`src/rtl/config_loader.sv`:
```
`default_nettype none
// ============================================================================
// Module      : config_loader
// Description : Streams 32-bit host words LSB-first into a serial config chain.
// Revision    : 1.0 - initial release
// ============================================================================
module config_loader #(
    parameter int CHAIN_LEN = 64,
    parameter int CLR_CYC   = 2
) (
    input  logic        clk,
    input  logic        reset,
    input  logic        start,
    input  logic        abort,
    input  logic        word_valid,
    input  logic [31:0] word_data,
    output logic        word_ready,
    output logic        cfg_reset,
    output logic        cfg_shift,
    output logic        cfg_data,
    output logic        busy,
    output logic        done
);

    localparam int c_cnt_w = $clog2(CHAIN_LEN + 1);
    localparam logic [c_cnt_w-1:0] c_last_bit = c_cnt_w'(CHAIN_LEN - 1);
    localparam logic [3:0]         c_clr_last = 4'(CLR_CYC - 1);

    typedef enum logic [2:0] {
        S_IDLE  = 3'd0,
        S_CLEAR = 3'd1,
        S_FETCH = 3'd2,
        S_SHIFT = 3'd3,
        S_DONE  = 3'd4
    } state_t;

    state_t               r_state, w_state_nxt;
    logic [3:0]           r_clr_cnt, w_clr_cnt_nxt;
    logic [c_cnt_w-1:0]   r_bit_cnt, w_bit_cnt_nxt;
    logic [4:0]           r_word_bit, w_word_bit_nxt;
    logic [31:0]          r_sreg, w_sreg_nxt;
    logic                 r_word_ready, r_cfg_reset, r_cfg_shift, r_cfg_data, r_busy, r_done;

    always_ff @(posedge clk or negedge reset) begin
        if (!reset) begin
            r_state      <= S_IDLE;
            r_clr_cnt    <= '0;
            r_bit_cnt    <= '0;
            r_word_bit   <= '0;
            r_sreg       <= '0;
            r_word_ready <= 1'b0;
            r_cfg_reset  <= 1'b0;
            r_cfg_shift  <= 1'b0;
            r_cfg_data   <= 1'b0;
            r_busy       <= 1'b0;
            r_done       <= 1'b0;
        end else begin
            r_state      <= w_state_nxt;
            r_clr_cnt    <= w_clr_cnt_nxt;
            r_bit_cnt    <= w_bit_cnt_nxt;
            r_word_bit   <= w_word_bit_nxt;
            r_sreg       <= w_sreg_nxt;
            r_word_ready <= (w_state_nxt == S_FETCH);
            r_cfg_reset  <= (w_state_nxt == S_CLEAR);
            r_cfg_shift  <= (w_state_nxt == S_SHIFT);
            r_cfg_data   <= (w_state_nxt == S_SHIFT) ? w_sreg_nxt[0] : 1'b0;
            r_busy       <= (w_state_nxt != S_IDLE);
            r_done       <= (w_state_nxt == S_DONE);
        end
    end

    always_comb begin
        w_state_nxt    = r_state;
        w_clr_cnt_nxt  = r_clr_cnt;
        w_bit_cnt_nxt  = r_bit_cnt;
        w_word_bit_nxt = r_word_bit;
        w_sreg_nxt     = r_sreg;
        case (r_state)
            S_IDLE: begin
                if (start && !abort) begin
                    w_state_nxt   = S_CLEAR;
                    w_clr_cnt_nxt = '0;
                end
            end
            S_CLEAR: begin
                w_bit_cnt_nxt  = '0;
                w_word_bit_nxt = '0;
                if (r_clr_cnt == c_clr_last) w_state_nxt = S_FETCH;
                else                         w_clr_cnt_nxt = r_clr_cnt + 4'd1;
            end
            S_FETCH: begin
                if (word_valid && r_word_ready) begin
                    w_sreg_nxt     = word_data;
                    w_word_bit_nxt = '0;
                    w_state_nxt    = S_SHIFT;
                end
            end
            S_SHIFT: begin
                // Bit 0 wraps to the top; wrapped bits are never emitted before the next reload.
                w_sreg_nxt     = {r_sreg[0], r_sreg[31:1]};
                w_bit_cnt_nxt  = r_bit_cnt + 1'b1;
                w_word_bit_nxt = r_word_bit + 5'd1;
                if (r_bit_cnt == c_last_bit)  w_state_nxt = S_DONE;
                else if (r_word_bit == 5'd31) w_state_nxt = S_FETCH;
            end
            S_DONE:  w_state_nxt = S_IDLE;
            default: w_state_nxt = S_IDLE;
        endcase
        if (abort && (r_state != S_IDLE)) w_state_nxt = S_IDLE;
    end

    assign word_ready = r_word_ready;
    assign cfg_reset  = r_cfg_reset;
    assign cfg_shift  = r_cfg_shift;
    assign cfg_data   = r_cfg_data;
    assign busy       = r_busy;
    assign done       = r_done;

endmodule
`default_nettype wire

```
`config.mk`:
```
export PLATFORM = sky130hd
export DESIGN_NAME = config_loader
export DESIGN_NICKNAME = d
export VERILOG_FILES = /design/src/rtl/config_loader.sv
export SDC_FILE = /design/constraint.sdc
export NUM_CORES = 1
export LEC_CHECK = 0
export BUFFER_PORTS_ARGS = -buffer_cell sky130_fd_sc_hd__buf_2
export CORE_UTILIZATION = 50
export DETAILED_ROUTE_END_ITERATION = 8
export GPL_TIMING_DRIVEN = 0
export HOLD_SLACK_MARGIN = 0.12
export PLACE_DENSITY = 0.8
export SETUP_SLACK_MARGIN = 0.5
export SYNTH_ARGS = -nofsm -noshare
export SYNTH_HDL_FRONTEND = slang
export SYNTH_SLANG_ARGS = --single-unit
```
`constraint.sdc`:
```
create_clock -name clk -period 1.8 [get_ports clk]
set_clock_uncertainty 0.2 [all_clocks]
set_input_delay 0.09 -clock clk [delete_from_list [all_inputs] [get_ports clk]]
set_output_delay 0.09 -clock clk [all_outputs]
set_load 0.005 [all_outputs]
```
Word level (Yosys, flattened, before mapping)
Index checks and enable logic that the tools add are counted.
- flip-flop bits (word level): 57
- bits of input ports: 37
- output and inout bits: 6
- logic and storage cells: 58
- $add $sub $neg: 3
- equality and inequality tests: 13
- multiplexer cells: 16
- reductions and logical operators: 14
- operator list (cell ; count):
    32-bit one-hot mux with 2 select lines ; 1
    32-bit 2-to-1 mux ; 1
    3-bit 2-to-1 mux ; 6
    5-bit one-hot mux with 3 select lines ; 1
    7-bit one-hot mux with 2 select lines ; 1
    3-bit by 2-bit equality test with 1-bit output, second input constant ; 4
    3-bit one-hot mux with 4 select lines ; 1
    3-bit nonzero test ; 3
    4-bit 2-to-1 mux ; 2
    4-bit one-hot mux with 2 select lines ; 1
    7-bit by 1-bit adder with 7-bit output, second input constant ; 1
    7-bit by 6-bit equality test with 1-bit output, second input constant ; 1
    3-bit by 1-bit equality test with 1-bit output, second input constant ; 2
    2-bit != test, second input constant ; 3
    2-bit nonzero test ; 3
    5-bit by 1-bit adder with 5-bit output, second input constant ; 1
    5-bit equality test, second input constant ; 1
    5-bit 2-to-1 mux ; 1
    4-bit by 1-bit adder with 4-bit output, second input constant ; 1
    4-bit by 1-bit equality test with 1-bit output, second input constant ; 1
    2-bit AND reduction ; 2
    3-bit equality test, second input constant ; 1
    1-bit logical AND ; 3
    3-bit logical NOT ; 1
    other kinds (3) ; 3

Longest topological paths before layout
Gate-level depths: netlist of the first run.
- word-level depth: 7
- gate-level depth with buffers: 7
- mapped depth without buffers: 7

Worst setup path after synthesis of the first run
Ideal clock, no wire load.
- path type: flip-flop to flip-flop
- start: register r_word_bit[0]
- end: register r_busy, in the netlist busy
- setup time: 0.065 ns
- arrival time: 1.436 ns
- data required time: 1.535 ns
- path slack: 0.099 ns
- stages on the path, launching flop included: 8
- path buffers: 0
- period minus slack after synthesis: 1.701 ns
- cells stage by stage: dfrtp_1 ha_1 and3_1 ha_1 inv_1 o211ai_1 a31oi_2 o21ba_1
- longest elaborated chain between the ends: 6
- ends and longest elaborated chain (element ; line ; source):
    start, declared ; 40 ; logic [4:0] r_word_bit, w_word_bit_nxt;
    start signal, assigned ; 61 ; r_word_bit <= w_word_bit_nxt;
    5-bit equality test ; 104 ; else if (r_word_bit == 5'd31) w_state_nxt = S_FETCH;
    3-bit 2-to-1 mux ; 104 ;
    3-bit 2-to-1 mux ; 103 ; if (r_bit_cnt == c_last_bit) w_state_nxt = S_DONE;
    3-bit one-hot mux with 4 select lines ; 78 ; case (r_state)
    3-bit 2-to-1 mux ; 109 ; if (abort && (r_state != S_IDLE)) w_state_nxt = S_IDLE;
    named net w_state_nxt[0] ; 37 ; state_t r_state, w_state_nxt;
    3-bit nonzero test ; 67 ; r_busy <= (w_state_nxt != S_IDLE);
    end signal, assigned ; 67 ;
    end, declared ; 42 ; logic r_word_ready, r_cfg_reset, r_cfg_shift, r_cfg_data, r_busy, r_done;
The timed path passes the listed nets, and every way through them passes these cells.
A chain may end at the register's enable or synchronous reset.

Worst setup path in the final report of the first run
- start: register r_clr_cnt[1]
- end: register r_busy, in the netlist busy
- longest elaborated chain between the ends: 5
- ends and longest elaborated chain (element ; line ; source):
    start, declared ; 38 ; logic [3:0] r_clr_cnt, w_clr_cnt_nxt;
    start signal, assigned ; 59 ; r_clr_cnt <= w_clr_cnt_nxt;
    4-bit by 1-bit equality test with 1-bit output ; 88 ; if (r_clr_cnt == c_clr_last) w_state_nxt = S_FETCH;
    3-bit 2-to-1 mux ; 88 ;
    3-bit one-hot mux with 4 select lines ; 78 ;
    3-bit 2-to-1 mux ; 109 ;
    named net w_state_nxt[0] ; 37 ;
    3-bit nonzero test ; 67 ;
The timed path passes the listed nets, and every way through them passes these cells.

==> key figures, run 1 <==
Run status
  – Failing checks: negative hold slack, negative setup slack
  – Outcome: finished with violations

Timing
  – Total negative slack: -0.933 ns
  – Endpoints failing setup: 28
  – RSZ-0062 raised after global routing: yes
  – Hold_ws: -0.0120 ns
  – Min setup slack post-route: -0.131 ns
  – Final min period: roughly 1.9 ns
  – Pins Over Slew Limit: 0
  – Final Hold Vio Count: 1
  – Tcrit/Tclk final: 107%
  – Fmax achieved: between 0.5 and 0.6 GHz
  – Least-Margin Pin Slew: 0.708 ns
  – Worst slew margin: a little over half

Placed design
  – Placed cells: around 370
  – PortBufs: between 40 and 50
  – Gpl congestion: between 0.7 and 0.8
  – HPWL Detailed: ~3400 um
  – Pre-CTS WS: -0.00437 ns
  – Placed instance area: roughly 2900 um2

Synth
  – Largest family of logic cells by synthesized area: simple AND/OR/NAND/NOR gates
  – EDFF count, synth: 0
  – Synth area leader: dfrtp_1
  – Unique masters post-synth: between 40 and 50
  – XOR/XNOR Fraction of Synth Area: between 1 and 1.5%
  – Seq/Total Area, Yosys: 56.2%
  – Compound-Gate Fraction of Synth Area: about 17%
  – Synth top area cells: dfrtp_1 (56%), nand2_1 (11%), a22oi_1 (9.2%)
  – Seq cells post-synth: 57
  – Syn Inst Count: 258
  – Ys Warns: 0
  – Ys flop type: dfrtp_1
  – Share of the synthesized area in the top cell type: between 50% and 60%
  – Cell Area, Synth: between 2000 and 3000 um2
  – Portion of netlist area occupied by mux cells: less than 1%
  – Synth Area per Inst: between 9 and 10 um2
  – Asr flop ratio synth: 100%
  – Adder-cell share of the synthesized area: between 2 and 2.5%
  – Syn Nets: 300
  – Post-Synth Simple-Gate Area: about 20%

Detailed routing
  – Vias per Instance: 6.29
  – Routed wire length: about 10000 um
  – 1st-pass router iterations: 7
  – Post-route DRC: 0
  – Via count: ~2800
  – Routed WL per cell: 23.1 um
  – Antenna-violating nets left: 0
  – Initial drt markers: approximately 400

Floorplan
  – Core Area: approximately 4800 um2
  – Die height: about 73 um
  – Initial Util: a little over half
  – Io pins: 43
  – Cell Rows: 25
  – Die area: approximately 5400 um2
  – Die X: ~73 um

Job
  – Max-Cap Viols: 0

Global routing
  – First-pass GRT wire length: between 10000 and 15000 um
  – Largest net degree at the start of global routing: 58
  – Grt ovf: 0
  – Vias in the first global route: roughly 2300
  – Initial antenna violation count: 0
  – Tot GR Track Use: 26.2%

Pwr
  – Pwr dens: ~1100 nW/um2
  – Leakage Power: roughly 0.002 uW
  – Worst VDD drop: roughly 0.00074 V

Clocking
  – CTS tree: yes
  – Num Clock Sinks: between 50 and 60
  – Root Driver: clkbuf_8
  – Clock slew at reported path FFs: around 0.07 ns
  – H-tree depth: 3
  – Maximum buffer depth of the clock tree: 2
  – Clk Latency, worst-skew pair: 0.36 ns
  – TritonCTS buffer count: 9

Critical path
  – Crit path DAT: roughly 2 ns
  – Slowest CP cell: dfrtp_1
  – Critical path class: register to register
  – Cells along the critical path: inv_2 > ha_2 > nor3b_4 > o32a_1 > a31oi_4 > o21ba_1
  – Crit path required time: between 1.5 and 2 ns
  – Crit end category: register
  – CP top delay family: compound AO/OA/AOI/OAI gates
  – CP Max Fanout: 3
  – Crit path launch type: register
  – Crit path largest cell delay: ~0.4 ns
  – CP Buf/Inv Count: 1

Final layout
  – Antenna cells: 0
  – Finished Layout Cells: roughly 450
  – P&R area growth vs syn: 68.6%
  – Final Cell Area: 4280 um2
  – Layout Nets: 423
  – Layout cells sized above 1: between 40% and 50%

Hold path
  – Tightest Hold Check Type: input pin to register
cell usage in the layout, fill, tap and decap left out, types with 2 or more instances in the layout:
cell type	netlist	routed
nand2_1	74	73
ha_4	0	2
clkbuf_8	0	12
buf_2	4	41
dfrtp_1	57	55
nand2b_4	0	2
o31ai_2	0	2
clkbuf_1	9	2
or3_4	0	2
a21oi_2	0	2
and2_4	0	2
nand3_1	4	2
ha_2	0	2
xnor2_1	3	3
dfrtp_2	0	2
clkinv_2	0	2
buf_4	0	21
dlygate4sd3_1	0	34
inv_2	0	2
buf_6	0	16
nand3b_1	2	2
buf_8	0	6
o21ai_1	2	4
nor2_4	0	4
nor2_1	11	6
o21ai_2	0	7
a22oi_2	0	31
a22o_1	3	3
nor4_2	0	2
buf_12	0	2
and3_4	0	2
nor4_4	0	2
clkbuf_16	0	2
what timing repair did:
action	CTS	global route
endpoints found under the setup margin	57	57
gates resized for setup	43	115
buffers inserted	10	23
hold buffers	32	2
cloned	0	3
pin swaps	7	66
hold endpoints to repair	99	64
cells in the mapped netlist, drive strengths merged, types with 4 or more instances:
cell,number
nand2,74
dfrtp,57
a22oi,31
o21ai,12
nor2,11
clkbuf,9
buf,5
ha,5
and3,4
inv,4
nand3,4
nor4,4
power by group:
group	total [uW]	switching (uW)	internal, uW	leakage, uW
clock	1100	576	526	0.0000822
sequential	1880	292	1590	0.000779
combinational	1810	962	843	0.00116
worst register-to-register path, stage by stage (launching register included):
cell and delay (ns):
dfrtp_1 0.40, inv_2 0.10, ha_2 0.18, nor3b_4 0.24, o32a_1 0.33, a31oi_4 0.16
o21ba_1 0.21
stage by stage:
| step | total power, uW | utilization, % |
|---|---|---|
| floorplan | 2330 | - |
| global placement | 2550 | 59.7 |
| detailed placement | 2590 | 59.7 |
| CTS | 3890 | 75.2 |
| global route | 4910 | 88.8 |
| finish | 4790 | 88.8 |
cell type report:
class	instances	area, um2
clock inverter	3	17.5
sequential	57	1430
inverter	4	17.5
buffer	14	184
fill	185	539
timing repair buffer	112	920
multi-input combinational	183	1480
tap	67	83.8
clock buffer	12	145
state kept, by name, summed over array words and instances (netlist names):
signal,flops
word_ready,1
cfg_shift,1
cfg_reset,1
busy,1
done,1
r_sreg,32
r_clr_cnt,4
cfg_data,1
r_word_bit,5
r_bit_cnt,7
r_state,3
routing by layer:
| metal | track usage, % | share of wire [%] | vias to the layer above |
|---|---|---|---|
| met3 | 6.22 | 8.1 | 70 |
| met1 | 32.4 | 39 | 1393 |
| met2 | 42.2 | 48 | 224 |
| met5 | 0 | 0 | - |
| li1 | - | - | 1156 |
| met4 | 14.6 | 5.6 | 0 |
cells by family (layout without fill, tap and decap cells):
| kind of cell | count (synthesis) | count (layout) |
|---|---|---|
| muxes | 1 | 1 |
| and+or+nand+nor | 114 | 114 |
| buffers and inverters | 18 | 145 |
| AOI/OAI and AO/OA | 59 | 59 |
| xor gates and xnor gates | 4 | 4 |
| DFF | 57 | 57 |
| adders and majority gates | 5 | 5 |
final timing paths:
check | end | from | slack [ns] | cells past startpoint
worst min-delay path | r_clr_cnt[3] | abort | -0.01 | 4
worst max-delay path | busy | r_clr_cnt[1] | -0.13 | 6
worst max register to register | busy | r_clr_cnt[1] | -0.13 | 6
min in group asynchronous | r_sreg[28] | reset | 0.13 | 2
worst min register to register | r_sreg[5] | r_sreg[5] | 0.31 | 2
max in group asynchronous | r_state[2] | reset | 0.77 | 2
Note: power is estimated with default switching activity, not from simulation.
==> run 2, diff against run 1 <==
--- a/config.mk
+++ b/config.mk
@@ -11,6 +11,7 @@
 export GPL_TIMING_DRIVEN = 0
 export HOLD_SLACK_MARGIN = 0.12
 export PLACE_DENSITY = 0.8
+export RECOVER_POWER = 100
 export SETUP_SLACK_MARGIN = 0.5
 export SYNTH_ARGS = -nofsm -noshare
 export SYNTH_HDL_FRONTEND = slang
==> run 2 against run 1 <==
Clock-buffer cell count did not move. The flow still finishes with violations (negative hold slack, negative setup slack). Clock power is essentially flat. Cell area barely moved. Worst setup slack got worse by 0.0022 ns. Sequential share of layout area barely moved. Via count barely moved. Core utilization hardly changed. Largest cell class unchanged.
==> key figures, run 2 (synthesized netlist as in run 1, its figures left out) <==
Detailed routing
  – 1st-pass router iterations: 5 (was 7)
  – Routed WL per cell: 23.0 um (was 23.1 um)
  – Routed wire length: 10400 um (was 10500 um)
  – Vias per Instance: 6.29 (about the same)
  – Via count: 2841 (was 2843)
  – Post-route DRC: 0 (unchanged)
  – Antenna-violating nets left: 0 (unchanged)
  – Initial drt markers: 404 (was 395)

Timing
  – Hold_ws: -0.00982 ns (was -0.0120 ns)
  – Fmax achieved: 0.517 GHz (was 0.518 GHz)
  – Final Hold Vio Count: 1 (unchanged)
  – Min setup slack post-route: -0.133 ns (was -0.131 ns)
  – Total negative slack: -0.940 ns (was -0.933 ns)
  – Final min period: 1.93 ns (about the same)
  – Tcrit/Tclk final: 107% (about the same)
  – Worst slew margin: 49.0% (was 52.8%)
  – Endpoints failing setup: 27 (was 28)
  – Pins Over Slew Limit: 0 (unchanged)
  – Least-Margin Pin Slew: 0.766 ns (was 0.708 ns)
  – RSZ-0062 raised after global routing: yes (unchanged)

Clocking
  – Root Driver: clkbuf_8 (unchanged)
  – Maximum buffer depth of the clock tree: 2 (unchanged)
  – CTS tree: yes (unchanged)
  – TritonCTS buffer count: 9 (unchanged)
  – Clk Latency, worst-skew pair: 0.35 ns (was 0.36 ns)
  – Num Clock Sinks: 57 (unchanged)
  – Clock slew at reported path FFs: 0.07 ns (about the same)
  – H-tree depth: 3 (unchanged)

Final layout
  – Max FFs per register: 32 (unchanged)
  – Most frequent cells in the layout: nand2_1 (73), dfrtp_1 (55), buf_2 (40) (was nand2_1 (73), dfrtp_1 (55), buf_2 (41))
  – Biggest regs: r_sreg x32, r_bit_cnt x7, r_word_bit x5 (unchanged)
  – Antenna cells: 0 (unchanged)
  – Final Cell Area: 4280 um2 (about the same)
  – P&R area growth vs syn: 68.5% (was 68.6%)
  – Layout cells sized above 1: 48.3% (was 48.6%)
  – Most flop-heavy register: r_sreg (unchanged)
  – Layout Nets: 423 (unchanged)
  – Finished Layout Cells: 452 (unchanged)
  – Most common cell after layout, fill and taps aside: nand2_1 (unchanged)

Floorplan
  – Die area: 5360 um2 (unchanged)
  – Initial Util: 52.7% (unchanged)
  – Die height: 73.2 um (unchanged)
  – Io pins: 43 (unchanged)
  – Die X: 73.2 um (unchanged)
  – Cell Rows: 25 (unchanged)
  – Core Area: 4820 um2 (unchanged)

Run status
  – Outcome: finished with violations (unchanged)
  – Failing checks: negative hold slack, negative setup slack (unchanged)

Critical path
  – FF-to-FF Start: r_clr_cnt[1] (unchanged)
  – Crit path DAT: 1.96 ns (about the same)
  – Critical path class: register to register (unchanged)
  – Setup crit end: busy (unchanged)
  – Slowest CP cell: dfrtp_1 (unchanged)
  – CP startpoint: r_clr_cnt[1] (unchanged)
  – CP Max Fanout: 3 (unchanged)
  – Crit path launch type: register (unchanged)
  – Crit end category: register (unchanged)
  – Crit path largest cell delay: 0.40 ns (about the same)
  – FF-to-FF setup slack: -0.13 ns (about the same)
  – Crit path required time: 1.83 ns (about the same)
  – R2R Path End: busy (unchanged)
  – Cells along the critical path: inv_2 > ha_2 > nor3b_4 > o32a_1 > a31oi_4 > o21ba_1 (unchanged)
  – FF-to-FF path depth: 6 (unchanged)

Pwr
  – Power, Total: 4780 uW (was 4790 uW)
  – Pwr dens: 1120 nW/um2 (about the same)
  – Leakage Power: 0.00202 uW (was 0.00203 uW)
  – Worst VDD drop: 0.000734 V (was 0.000739 V)

Global routing
  – Grt ovf: 0 (unchanged)
  – Initial antenna violation count: 0 (unchanged)
  – First-pass GRT wire length: 10300 um (unchanged)
  – Tot GR Track Use: 26.2% (unchanged)
  – Largest net degree at the start of global routing: 58 (unchanged)
  – Vias in the first global route: 2285 (unchanged)

Placed design
  – PortBufs: 42 (unchanged)
  – HPWL Detailed: 3390 um (unchanged)
  – Placed instance area: 2870 um2 (unchanged)
  – Placed cells: 367 (unchanged)
  – Gpl congestion: 0.771 (unchanged)

Hold path
  – Hold path cells: 4 (unchanged)
  – Tightest Hold Check Type: input pin to register (unchanged)

Job
  – Max-Cap Viols: 0 (unchanged)
==> run 2: cell count changes in the layout (fill, tap and decap cells not counted), sizes merged <==
cell	before	now
buf	86	84
clkbuf	18	20
==> run 2: where the power goes <==
part	internal, uW	switching [uW]	total (uW)
combinational	843	951	1790
sequential	1590	291	1880
clock	526	576	1100
==> run 2: metrics by stage <==
step	util [%]	setup WS [ns]
6_report	88.8	-0.133
5_1_grt	88.8	-0.185
4_1_cts	75.2	0.0318
3_5_place_dp	59.7	-0.00437
3_3_place_gp	59.7	-0.00898
2_1_floorplan	-	0.139
==> run 2: what timing repair did <==
action / in CTS / in global routing
pin swaps: 7 / 66
resized for setup: 43 / 115
hold buffers: 32 / 2
hold endpoints to repair: 99 / 64
buffers inserted: 10 / 23
endpoints found under the setup margin: 57 / 57
cloned: 0 / 3
==> run 2: final cells by class <==
class,instances,area [um2]
Timing Repair Buffer,112,918
Clock buffer,12,145
Multi-Input combinational cell,183,1480
Fill cell,185,541
Buffer,14,184
Sequential cell,57,1430
Inverter,4,17.5
Clock inverter,3,17.5
Tap cell,67,83.8
==> run 2: worst max-delay path: cells and delay by family (launching register included) <==
kind            cells  cell delay [ns]
buf+inv             1             0.10
compound gates      3             0.70
fa+ha+maj           1             0.18
flops               1             0.40
simple gates        1             0.24
==> run 2: worst min-delay path by stage <==
stage	startpoint	end	slack [ns]
2_1_floorplan	reset	busy	-0.41
3_3_place_gp	word_data[18]	r_sreg[18]	0.12
3_5_place_dp	word_data[2]	r_sreg[2]	0.12
4_1_cts	abort	done	-0.17
5_1_grt	abort	r_clr_cnt[3]	-0.006
6_report	abort	r_clr_cnt[3]	-0.01
==> run 2: metal layers <==
metal	global-route usage, %	up-vias	wire (um)
met3	6.22	69	823
met2	42.2	219	4990
li1	-	1158	-
met5	0	-	0
met4	14.6	0	579
met1	32.4	1395	4010
